==> src/rtl/fb_pkg.sv <==
// Shared framebuffer geometry, address/colour types and the clear FSM
// state encoding used by the write-port arbiter.
package fb_pkg;
  localparam int FB_WIDTH  = 256;
  localparam int FB_HEIGHT = 240;
  localparam int FB_PIXELS = FB_WIDTH * FB_HEIGHT;
  localparam int FB_ABITS  = 16;
  localparam int FB_CBITS  = 6;

  typedef logic [FB_ABITS-1:0] fb_addr_t;
  typedef logic [FB_CBITS-1:0] fb_color_t;

  typedef enum logic [1:0] {
    IDLE  = 2'd0,
    CLEAR = 2'd1,
    DONE  = 2'd2
  } clr_state_t;
endpackage

==> src/rtl/fb_clear_seq.sv <==
// Full-frame clear sequencer: walks every framebuffer address once with a
// latched colour, advancing only on the cycles the arbiter grants it.
module fb_clear_seq
  import fb_pkg::*;
#(
  parameter int PIXELS = FB_PIXELS,
  parameter int ABITS  = FB_ABITS,
  parameter int CBITS  = FB_CBITS
) (
  input  logic             clk,
  input  logic             resetn,
  input  logic             start,
  input  logic [CBITS-1:0] color,
  input  logic             grant,
  output logic             req,
  output logic [ABITS-1:0] addr,
  output logic [CBITS-1:0] data,
  output logic             busy,
  output logic             done
);
  localparam logic [ABITS-1:0] LAST_ADDR = ABITS'(PIXELS - 1);

  clr_state_t state;

  // busy/done are registered alongside the state, so together they expose it:
  // busy=0 -> IDLE, busy=1 done=0 -> CLEAR, busy=1 done=1 -> DONE.
  always_ff @(posedge clk) begin
    if (!resetn) begin
      state <= IDLE;
      addr  <= '0;
      data  <= '0;
      busy  <= 1'b0;
      done  <= 1'b0;
    end else begin
      done <= 1'b0;
      case (state)
        IDLE: begin
          if (start) begin
            state <= CLEAR;
            addr  <= '0;
            data  <= color;
            busy  <= 1'b1;
          end
        end
        CLEAR: begin
          if (grant) begin
            // The last address holds rather than wrapping.
            if (addr == LAST_ADDR) begin
              state <= DONE;
              done  <= 1'b1;
            end else begin
              addr <= addr + 1'b1;
            end
          end
        end
        DONE: begin
          state <= IDLE;
          busy  <= 1'b0;
        end
        default: state <= IDLE;
      endcase
    end
  end

  assign req = (state == CLEAR);
endmodule

==> src/rtl/fb_write_arbiter.sv <==
// Framebuffer BRAM port-A write arbiter: pixel stream > loader > clear,
// one registered write per cycle.
module fb_write_arbiter
  import fb_pkg::*;
#(
  parameter int WIDTH  = FB_WIDTH,
  parameter int HEIGHT = FB_HEIGHT,
  parameter int CBITS  = FB_CBITS,
  parameter int ABITS  = FB_ABITS
) (
  input  logic             clk,
  input  logic             resetn,
  input  logic             pix_we,
  input  logic [ABITS-1:0] pix_addr,
  input  logic [CBITS-1:0] pix_data,
  input  logic             ldr_valid,
  output logic             ldr_ready,
  input  logic [ABITS-1:0] ldr_addr,
  input  logic [CBITS-1:0] ldr_data,
  input  logic             clr_start,
  input  logic [CBITS-1:0] clr_color,
  output logic             clr_busy,
  output logic             clr_done,
  output logic             mem_we,
  output logic [ABITS-1:0] mem_addr,
  output logic [CBITS-1:0] mem_wdata
);
  localparam int PIXELS = WIDTH * HEIGHT;
  localparam logic [ABITS:0] PIX_LIMIT = (ABITS + 1)'(PIXELS);

  logic             pix_ok;
  logic             ldr_ok;
  logic             ldr_xfer;
  logic             clr_req;
  logic             clr_grant;
  logic [ABITS-1:0] clr_addr;
  logic [CBITS-1:0] clr_data;

  // Loader handshake: a transfer happens when ldr_valid & ldr_ready, and
  // ldr_ready is low whenever the pixel stream writes or reset is held.
  // Out-of-range transfers still complete; only the BRAM write is dropped.
  assign ldr_ready = resetn & ~pix_we;
  assign ldr_xfer  = ldr_valid & ldr_ready;
  assign pix_ok    = {1'b0, pix_addr} < PIX_LIMIT;
  assign ldr_ok    = {1'b0, ldr_addr} < PIX_LIMIT;
  // Any pixel strobe or loader transfer holds the clear, even if it is dropped.
  assign clr_grant = clr_req & ~pix_we & ~ldr_xfer;

  fb_clear_seq #(
    .PIXELS(PIXELS),
    .ABITS (ABITS),
    .CBITS (CBITS)
  ) u_clear_seq (
    .clk   (clk),
    .resetn(resetn),
    .start (clr_start),
    .color (clr_color),
    .grant (clr_grant),
    .req   (clr_req),
    .addr  (clr_addr),
    .data  (clr_data),
    .busy  (clr_busy),
    .done  (clr_done)
  );

  always_ff @(posedge clk) begin
    if (!resetn) begin
      mem_we    <= 1'b0;
      mem_addr  <= '0;
      mem_wdata <= '0;
    end else if (pix_we && pix_ok) begin
      mem_we    <= 1'b1;
      mem_addr  <= pix_addr;
      mem_wdata <= pix_data;
    end else if (ldr_xfer && ldr_ok) begin
      mem_we    <= 1'b1;
      mem_addr  <= ldr_addr;
      mem_wdata <= ldr_data;
    end else if (clr_grant) begin
      mem_we    <= 1'b1;
      mem_addr  <= clr_addr;
      mem_wdata <= clr_data;
    end else begin
      mem_we <= 1'b0;
    end
  end
endmodule

==> config.mk <==
export PLATFORM = sky130hd
export DESIGN_NAME = fb_write_arbiter
export DESIGN_NICKNAME = d
export VERILOG_FILES = /design/src/rtl/fb_pkg.sv /design/src/rtl/fb_clear_seq.sv /design/src/rtl/fb_write_arbiter.sv
export SDC_FILE = /design/constraint.sdc
export NUM_CORES = 1
export LEC_CHECK = 0
export ABC_AREA = 1
export BUFFER_PORTS_ARGS = -buffer_cell sky130_fd_sc_hd__buf_2
export CAP_MARGIN = 25
export CORE_ASPECT_RATIO = 0.75
export CORE_UTILIZATION = 25
export CTS_CLUSTER_DIAMETER = 150
export CTS_CLUSTER_SIZE = 16
export DETAILED_ROUTE_END_ITERATION = 8
export HOLD_SLACK_MARGIN = 0.03
export SLEW_MARGIN = 10
export SYNTH_ARGS = -nofsm -noshare
export SYNTH_HDL_FRONTEND = slang
export SYNTH_HIERARCHICAL = 1
export SYNTH_SLANG_ARGS = --single-unit
==> constraint.sdc <==
create_clock -name clk -period 1.6 [get_ports clk]
set_input_delay 0 -clock clk [delete_from_list [all_inputs] [get_ports clk]]
set_output_delay 0 -clock clk [all_outputs]
set_load 0.05 [all_outputs]
* Word level (Yosys, flattened, before mapping) *
Cells that the tools add are included.
W data, S select, Z words.

cells by class
  multiplexer cells = 20
  order comparisons = 2
  add/sub/neg operators = 1
  bitwise logic cells = 6
  reduce and logical (&&, ||, !) cells = 11
  eq/ne operators = 7

operator list
  operator                 count
  $mux W16                 6
  $lt A16 B16 Y1 const B   2
  $pmux W16 S2             1
  $mux W6                  3
  $add A16 B1 Y16 const B  1
  $eq A16 B16 Y1 const B   1
  $mux W2                  3
  $reduce_and A3 Y1        2
  $mux W1                  5
  $and A1 B1 Y1            4
  $ne A2 B1 Y1 const B     2
  $ne A2 B2 Y1 const B     2
  $pmux W2 S2              1
  $reduce_and A2 Y1        2
  $reduce_and A4 Y1        1
  $reduce_bool A2 Y1       2
  $reduce_bool A3 Y1       1
  $eq A2 B1 Y1 const B     1
  $eq A2 B2 Y1 const B     1
  $logic_and A1 B1 Y1      2
  $logic_not A2 Y1         1
  $not A1 Y1               2
  $pmux W1 S2              1

storage, ports and cells
  output and inout port bits = 26
  register bits after elaboration = 49
  logic and storage cells = 55
  bits of input ports = 55

* Longest topological paths before layout *
Gate-level depths: netlist (run 1).

  depth after elaboration = 8
  depth in mapped cells = 12
  gate-level depth less buffers = 12

* By module *
The synthesis (run 1) kept the hierarchy.

modules (own cells, without submodules)
  module            sequential area each (µm²)  area an instance (µm²)  times used  cells each
  fb_write_arbiter  460.4                       1735.4                  1           304
  fb_clear_seq      520.5                       1492.7                  1           218

* Worst setup path before layout (run 1) *
Ideal clock, no wire load.

  path type = register -> register
  from = register u_clear_seq.state[1]
  to = register u_clear_seq.addr[12]
  required time = 1466 ps
  period minus slack after synthesis = 1528 ps
  cell stages (with the launch flop) = 12
  arrival = 1394 ps
  slack = 72 ps
  buffers on the path = 1
  cells stage by stage = dfxtp_1 nor2_8 nand2_1 inv_1 nand2_2 inv_1 inv_1 o21ai_4 buf_4 a21oi_2 nor2_1 nor2_1

between the ends
  cells in the longest elaborated chain, start to end = 5
  elaborated cells on any way between the ends = 10

RTL lines
  element                      line                    text
  start, declared              fb_clear_seq.sv:23      clr_state_t state;
  start signal, assigned       fb_clear_seq.sv:29      state <= IDLE;
  start signal, assigned       fb_clear_seq.sv:39      state <= CLEAR;
  start signal, assigned       fb_clear_seq.sv:49      state <= DONE;
  $eq A2 B1 Y1                 fb_clear_seq.sv:65      assign req = (state == CLEAR);
  net clr_req                  fb_write_arbiter.sv:34  logic clr_req;
  $and A1 B1 Y1 (2 in series)  fb_write_arbiter.sv:47  assign clr_grant = clr_req & ~pix_we & ~ldr_xfer;
  net clr_grant                fb_write_arbiter.sv:35  logic clr_grant;
  $ne A2 B1 Y1 (no line)       n/a
  $reduce_and A4 Y1 (no line)  n/a
  end signal, assigned         fb_clear_seq.sv:52      addr <= addr + 1'b1;
  end, declared                fb_clear_seq.sv:16      output logic [ABITS-1:0] addr,

The timed path passes the listed nets, and every way through them passes these cells.
A chain may end at the register's enable or synchronous reset.

* Worst setup path after layout (run 1) *
  from = register u_clear_seq.state[0]
  to = register u_clear_seq.addr[10]

between the ends
  cells in the longest elaborated chain, start to end = 5
  elaborated cells on any way between the ends = 10

RTL lines
  element                      line
  $eq A2 B1 Y1 *               fb_clear_seq.sv:65
  net clr_req                  fb_write_arbiter.sv:34
  $and A1 B1 Y1 (2 in series)  fb_write_arbiter.sv:47
  $ne A2 B1 Y1 (no line)       n/a
  $reduce_and A4 Y1 (no line)  n/a

The timed path passes the listed nets; every way through them passes the cells marked *.

==> results of run 1 <==
## cells in the final DEF (no fill, tap or decap), types with 8 or more instances in the layout
cell type  count
dfxtp_1       46
nor2_1       102
nand2_1      128
a21oi_1       28
inv_1         74
nand3_1       33
inv_2         10
buf_4         25
nand3b_1      20
o21ai_0       10
a21oi_2        8
buf_2         80
## cell families after synthesis
| family | Yosys count | synth area share [%] |
|---|---|---|
| simple gates | 315 | 45.5 |
| buf+inv | 104 | 13.6 |
| flops | 49 | 30.4 |
| compound gates | 49 | 9.03 |
| xor+xnor | 4 | 1.09 |
| fa+ha+maj | 1 | 0.388 |
## final cells by class
cell class | instances | area [um^2]
clock buffer | 5 | 125
clock inverter | 2 | 35.0
multi-input combinational | 369 | 1830
sequential | 49 | 985
fill | 1389 | 8210
timing repair buffer | 116 | 722
tap | 166 | 208
inverter | 86 | 325
## worst max-delay path, stage by stage (launching register included)
cell,delay [ns]
dfxtp_2,0.33
inv_2,0.06
nor2_8,0.09
buf_6,0.14
inv_2,0.10
o21ai_4,0.29
buf_6,0.16
a21oi_1,0.06
nor2_1,0.11
nor2_1,0.04
## repair_timing
item                                    4_1_cts  5_1_grt
hold buffers                                  6        0
endpoints found under the setup margin        0       18
endpoints found under the hold margin         6        0
setup buffers                                 0        2
gates resized for setup                       0       15
## registers in the layout, indices dropped and copies added (netlist names)
name               flops
mem_addr              16
u_clear_seq/addr      16
mem_wdata              6
u_clear_seq/data       6
u_clear_seq/state      2
mem_we                 1
u_clear_seq/busy       1
u_clear_seq/done       1
## power by group
group,internal [mW],switching [mW]
registers,1.29,0.0325
logic,0.263,0.541
clock network,0.727,0.471
total,2.28,1.04
## worst paths after layout
| kind | slack [ns] | cells after the start | end |
|---|---|---|---|
| worst min-delay path | 0.05 | 5 | mem_addr[14]$_SDFFE_PN0P_ |
| worst max register to register | 0.11 | 9 | u_clear_seq/addr[10]$_SDFFE_PN0P_ |
| worst min register to register | 0.48 | 2 | u_clear_seq/data[2]$_SDFFE_PN0P_ |
| worst max-delay path | 0.11 | 9 | u_clear_seq/addr[10]$_SDFFE_PN0P_ |
## metal layers
| layer | share of wire [%] | vias up | wire, um |
|---|---|---|---|
| li1 | - | 1819 | - |
| met1 | 53 | 1506 | 5030 |
| met2 | 39 | 97 | 3690 |
| met3 | 6.8 | 8 | 639 |
| met4 | 0.77 | 0 | 73 |
| met5 | 0 | - | 0 |
==> metrics.md, run 1 <==
| Metric | Value |
|---|---|
| Synth Net Count | `578` |
| Die extent in y | `100 um` |
| Post-synth top area share | `30.4%` |
| Wire per inst | `11.9 um` |
| Max IR drop VDD | `421 uV` |
| Top Usage Layer GRT | `met1` |
| Clock Skew | `0.00930 ns` |
| Root Buffer | `clkbuf_16` |
| CP Max Fanout | `8` |
| Area growth syn-to-layout | `31.0%` |
| Routed WL | `9.44 mm` |
| Tmin final | `1.49 ns` |
| Critical Path RT | `1.79 ns` |
| Pre-CTS setup slack | `0.0366 ns` |
| Fin. Hold Viols | `0` |
| Vias | `3430` |
| M2 GR Usage | `20.8%` |
| Die W | `133 um` |
| Initial DRC Count | `215` |
| GRT Util Overall | `14.5%` |
| Setup TNS | `0 ns` |
| Slew margin rel. | `78.1%` |
| Met3 Use GR | `2.93%` |
| Power Total | `3.32 mW` |
| Total CTS buffers | `5` |
| CP Capture Type | `flop` |
| Synth async-reset ratio | `0%` |
| Share of layout cells above drive strength 1 | `26.2%` |
| HP Class | `in2reg` |
| First-pass DRT Iterations | `5` |
| Num ports | `81` |
| Vias in the first global route | `3041` |
| Top post-synthesis cells by count | `nand2_1, nor2_1, inv_1` |
| Number of flops mapped to enable cells by yosys | `0` |
| Grt ovf | `0` |
| PortBufs | `80` |
| CP arrival | `1.68 ns` |
| DR DRC count | `0` |
| Clk Latency, worst-skew pair | `0.29 ns` |
| Count leader, synth | `nand2_1` |
| Max_cap viols | `0` |
| Avg Cell Area, Syn | `6.18 um^2` |
| Synth Flop Type | `dfxtp_1` |
| DP HPWL | `7.02 mm` |
| Max-slew violation count | `0` |
| Worst setup SP type | `flop` |
| Antenna cells | `0` |
| Pwr/cell area | `786 nW/um^2` |
| H-tree Lvls | `2` |
| Count of different cell masters after synthesis | `29` |
| Hold slack | `0.0544 ns` |
| Initial antenna violation count | `0` |
| Cells after Synth | `522` |
| GP Congestion | `0.844` |
| Crit path from | `u_clear_seq/state[0]$_SDFFE_PN0P_` |
| Max Clock Freq | `0.670 GHz` |
| Design area | `4230 um^2` |
| Synth area leaders | `dfxtp_1, nand2_1, nor2_1, inv_1, nand3_1` |
| Worst Max-Slew Pin Slew | `0.328 ns` |
| GRT met1 Usage | `22.1%` |
| CTS tree | `yes` |
| CP Class | `reg2reg` |
| Hold Crit Start | `pix_addr[14]` |
| #FFs+latches synth | `49` |
| Final setup fails | `0` |
| Worst-path clk slew | `0.07 ns` |
| Ys Warns | `6` |
| Final Cycle Share | `93.2%` |
| Crit path setup slack, layout | `0.108 ns` |
| Leakage power | `2.07 nW` |
| Global-route wire length before repair | `15.3 mm` |
| Core footprint | `12400 um^2` |
| DIE AREA | `13400 um^2` |
| Largest net degree at the start of global routing | `40` |
| Post-Layout Cell Count | `793` |
| TritonCTS Sinks | `49` |
| Clock Tree Buf Depth | `2` |
| Placement Rows | `35` |
| Util after Layout | `34.0%` |
| RR Startpoint | `u_clear_seq/state[0]$_SDFFE_PN0P_` |
| Area leader, netlist | `dfxtp_1` |
| DRT antenna net count | `0` |
| Synthesized cell area | `3230 um^2` |
| Via density | `4.33` |
| Status | `finished clean` |
| Final-stage net count | `683` |
| Placed Area | `3960 um^2` |
| Seq/Total Area, Yosys | `30.4%` |
| Inst Count DP | `778` |
| Initial core utilization | `26.0%` |
(Power assumes the default switching activity.)
==> run 2, diff against run 1 <==
--- a/config.mk
+++ b/config.mk
@@ -14,6 +14,7 @@
 export CTS_CLUSTER_SIZE = 16
 export DETAILED_ROUTE_END_ITERATION = 8
 export HOLD_SLACK_MARGIN = 0.03
+export MAX_ROUTING_LAYER = met4
 export SLEW_MARGIN = 10
 export SYNTH_ARGS = -nofsm -noshare
 export SYNTH_HDL_FRONTEND = slang
==> constraint.sdc (replaced) <==
create_clock -name clk -period 1.6 [get_ports clk]
set_input_delay 0.48 -clock clk [delete_from_list [all_inputs] [get_ports clk]]
set_output_delay 0.48 -clock clk [all_outputs]
set_load 0.05 [all_outputs]
==> metrics.md, run 2 (synthesized netlist as in run 1, its figures left out) <==
| Metric | Value |
|---|---|
| Status | `finished clean` |
| Psw | `1.06 mW` |
| Setup TNS | `0 ns` |
| PortBufs | `80` |
| RR Startpoint | `u_clear_seq/state[0]$_SDFFE_PN0P_` |
| Worst Max-Slew Pin Slew | `0.343 ns` |
| GRT Util Overall | `14.8%` |
| Slew margin rel. | `77.0%` |
| CTS tree | `yes` |
| Final setup fails | `0` |
| Share of layout cells above drive strength 1 | `28.5%` |
| Clk Latency, worst-skew pair | `0.30 ns` |
| Vias | `3409` |
| CP Max Fanout | `6` |
| Max IR drop VDD | `378 uV` |
| Combinational Power Share | `25.0%` |
| Leakage power | `2.11 nW` |
| Worst r2r dst | `u_clear_seq/addr[10]$_SDFFE_PN0P_` |
| H-tree Lvls | `2` |
| Area growth syn-to-layout | `34.0%` |
| Initial core utilization | `26.0%` |
| Global-route wire length before repair | `15.1 mm` |
| Pwr/cell area | `780 nW/um^2` |
| CP arrival | `1.75 ns` |
| Power Total | `3.37 mW` |
| Placement Rows | `35` |
| Antenna cells | `0` |
| DIE AREA | `13400 um^2` |
| Reg power frac | `39.2%` |
| Die extent in y | `100 um` |
| Post-Layout Cell Count | `797` |
| Biggest regs | `mem_addr x16, u_clear_seq/addr x16` |
| Routed WL | `9.33 mm` |
| Grt ovf | `0` |
| Largest net degree at the start of global routing | `40` |
| Max Clock Freq | `0.636 GHz` |
| Final Cycle Share | `98.2%` |
| TritonCTS Sinks | `49` |
| Die W | `133 um` |
| Root Buffer | `clkbuf_16` |
| Internal Power | `2.31 mW` |
| Tmin final | `1.57 ns` |
| DR DRC count | `0` |
| Initial DRC Count | `247` |
| GP Congestion | `0.870` |
| Max_cap viols | `0` |
| Fin. Hold Viols | `0` |
| HP Class | `in2reg` |
| DP HPWL | `7.12 mm` |
| Initial antenna violation count | `0` |
| Most frequent cells in the layout | `nand2_1, nor2_1, buf_2` |
| Core footprint | `12400 um^2` |
| DRT antenna net count | `0` |
| Num ports | `81` |
| CP Capture Type | `flop` |
| Worst-path clk slew | `0.07 ns` |
| Max-slew violation count | `0` |
| Clock power frac | `35.8%` |
| R2r setup slk | `0.03 ns` |
| First-pass DRT Iterations | `4` |
| Final-stage net count | `687` |
| Clock Skew | `0.00524 ns` |
| Clock Tree Buf Depth | `2` |
| Sw Ratio | `31.5%` |
| Setup crit end | `u_clear_seq/addr[10]$_SDFFE_PN0P_` |
| Crit path from | `u_clear_seq/state[0]$_SDFFE_PN0P_` |
| Critical Path RT | `1.78 ns` |
| Hold_buf cts | `0` |
| R2R depth | `12` |
| Inst Count DP | `789` |
| Wire per inst | `11.7 um` |
| RSZ-0062 raised after global routing | `true` |
| Commonest non-fill, non-tap cell in the layout | `nand2_1` |
| CP Class | `reg2reg` |
| Vias in the first global route | `2938` |
| Worst setup SP type | `flop` |
| Total CTS buffers | `5` |
| Via density | `4.28` |
==> run 2: layout make-up <==
class	count	area [um^2]
Timing Repair Buffer	120	786
Clock inverter	2	35.0
Multi-Input combinational cell	369	1850
Clock buffer	5	125
Fill cell	1347	8110
Sequential cell	49	986
Tap cell	166	208
Inverter	86	332
==> run 2: worst max-delay path, cell delays in order (launching register included) <==
cell     delay [ns]
dfxtp_2        0.35
inv_4          0.05
nor2_8         0.13
nand2_2        0.07
inv_2          0.05
nand2_2        0.05
inv_2          0.05
inv_2          0.04
o21ai_4        0.27
buf_6          0.17
a21oi_1        0.06
nor2_1         0.10
nor2_1         0.04
==> run 2: worst min path at each step <==
stage	start	endpoint	slack [ns]	depth (start not counted)
after floorplan	u_clear_seq/data[0]$_SDFFE_PN0P_	u_clear_seq/data[0]$_SDFFE_PN0P_	0.46	2
after global routing	clr_color[1]	u_clear_seq/data[1]$_SDFFE_PN0P_	0.44	3
after CTS	clr_color[0]	u_clear_seq/data[0]$_SDFFE_PN0P_	0.44	3
final	clr_color[0]	u_clear_seq/data[0]$_SDFFE_PN0P_	0.44	3
after global placement	u_clear_seq/data[5]$_SDFFE_PN0P_	u_clear_seq/data[5]$_SDFFE_PN0P_	0.47	2
after detailed placement	u_clear_seq/data[5]$_SDFFE_PN0P_	u_clear_seq/data[5]$_SDFFE_PN0P_	0.48	2
==> run 2: metrics by stage <==
stage | setup WS [ns] | hold WS (ns) | util (%) | area [um^2]
after global routing | -0.0739 | 0.441 | 34.8 | 4320
after floorplan | 0.0104 | 0.455 | - | 3230
after global placement | -0.188 | 0.465 | 32.9 | 4090
after detailed placement | -0.122 | 0.475 | 32.9 | 4090
final | 0.0281 | 0.436 | 34.8 | 4320
after CTS | 0.0265 | 0.436 | 34.2 | 4250
==> run 2: timing repair <==
| item | CTS | global route |
|---|---|---|
| endpoints found under the setup margin | 0 | 18 |
| gates resized for setup | 0 | 22 |
| setup buffers | 0 | 1 |
==> run 2: per-layer routing <==
layer / track usage, % / vias to the layer above / share of wire [%]
met3: 2.83 / 10 / 7.0
met5: - / - / 0
met4: 4.02 / 0 / 0.92
li1: - / 1817 / -
met2: 19.3 / 103 / 39
met1: 22.4 / 1479 / 53
==> run 2: power groups by stage <==
stage          Clock, mW  Combinational [mW]  Sequential, mW
3_5_place_dp           0               0.821            1.35
5_1_grt             1.29               0.920            1.33
2_1_floorplan          0               0.364            1.53
3_3_place_gp           0               0.824            1.35
4_1_cts             1.24               0.824            1.32
6_report            1.21               0.844            1.32
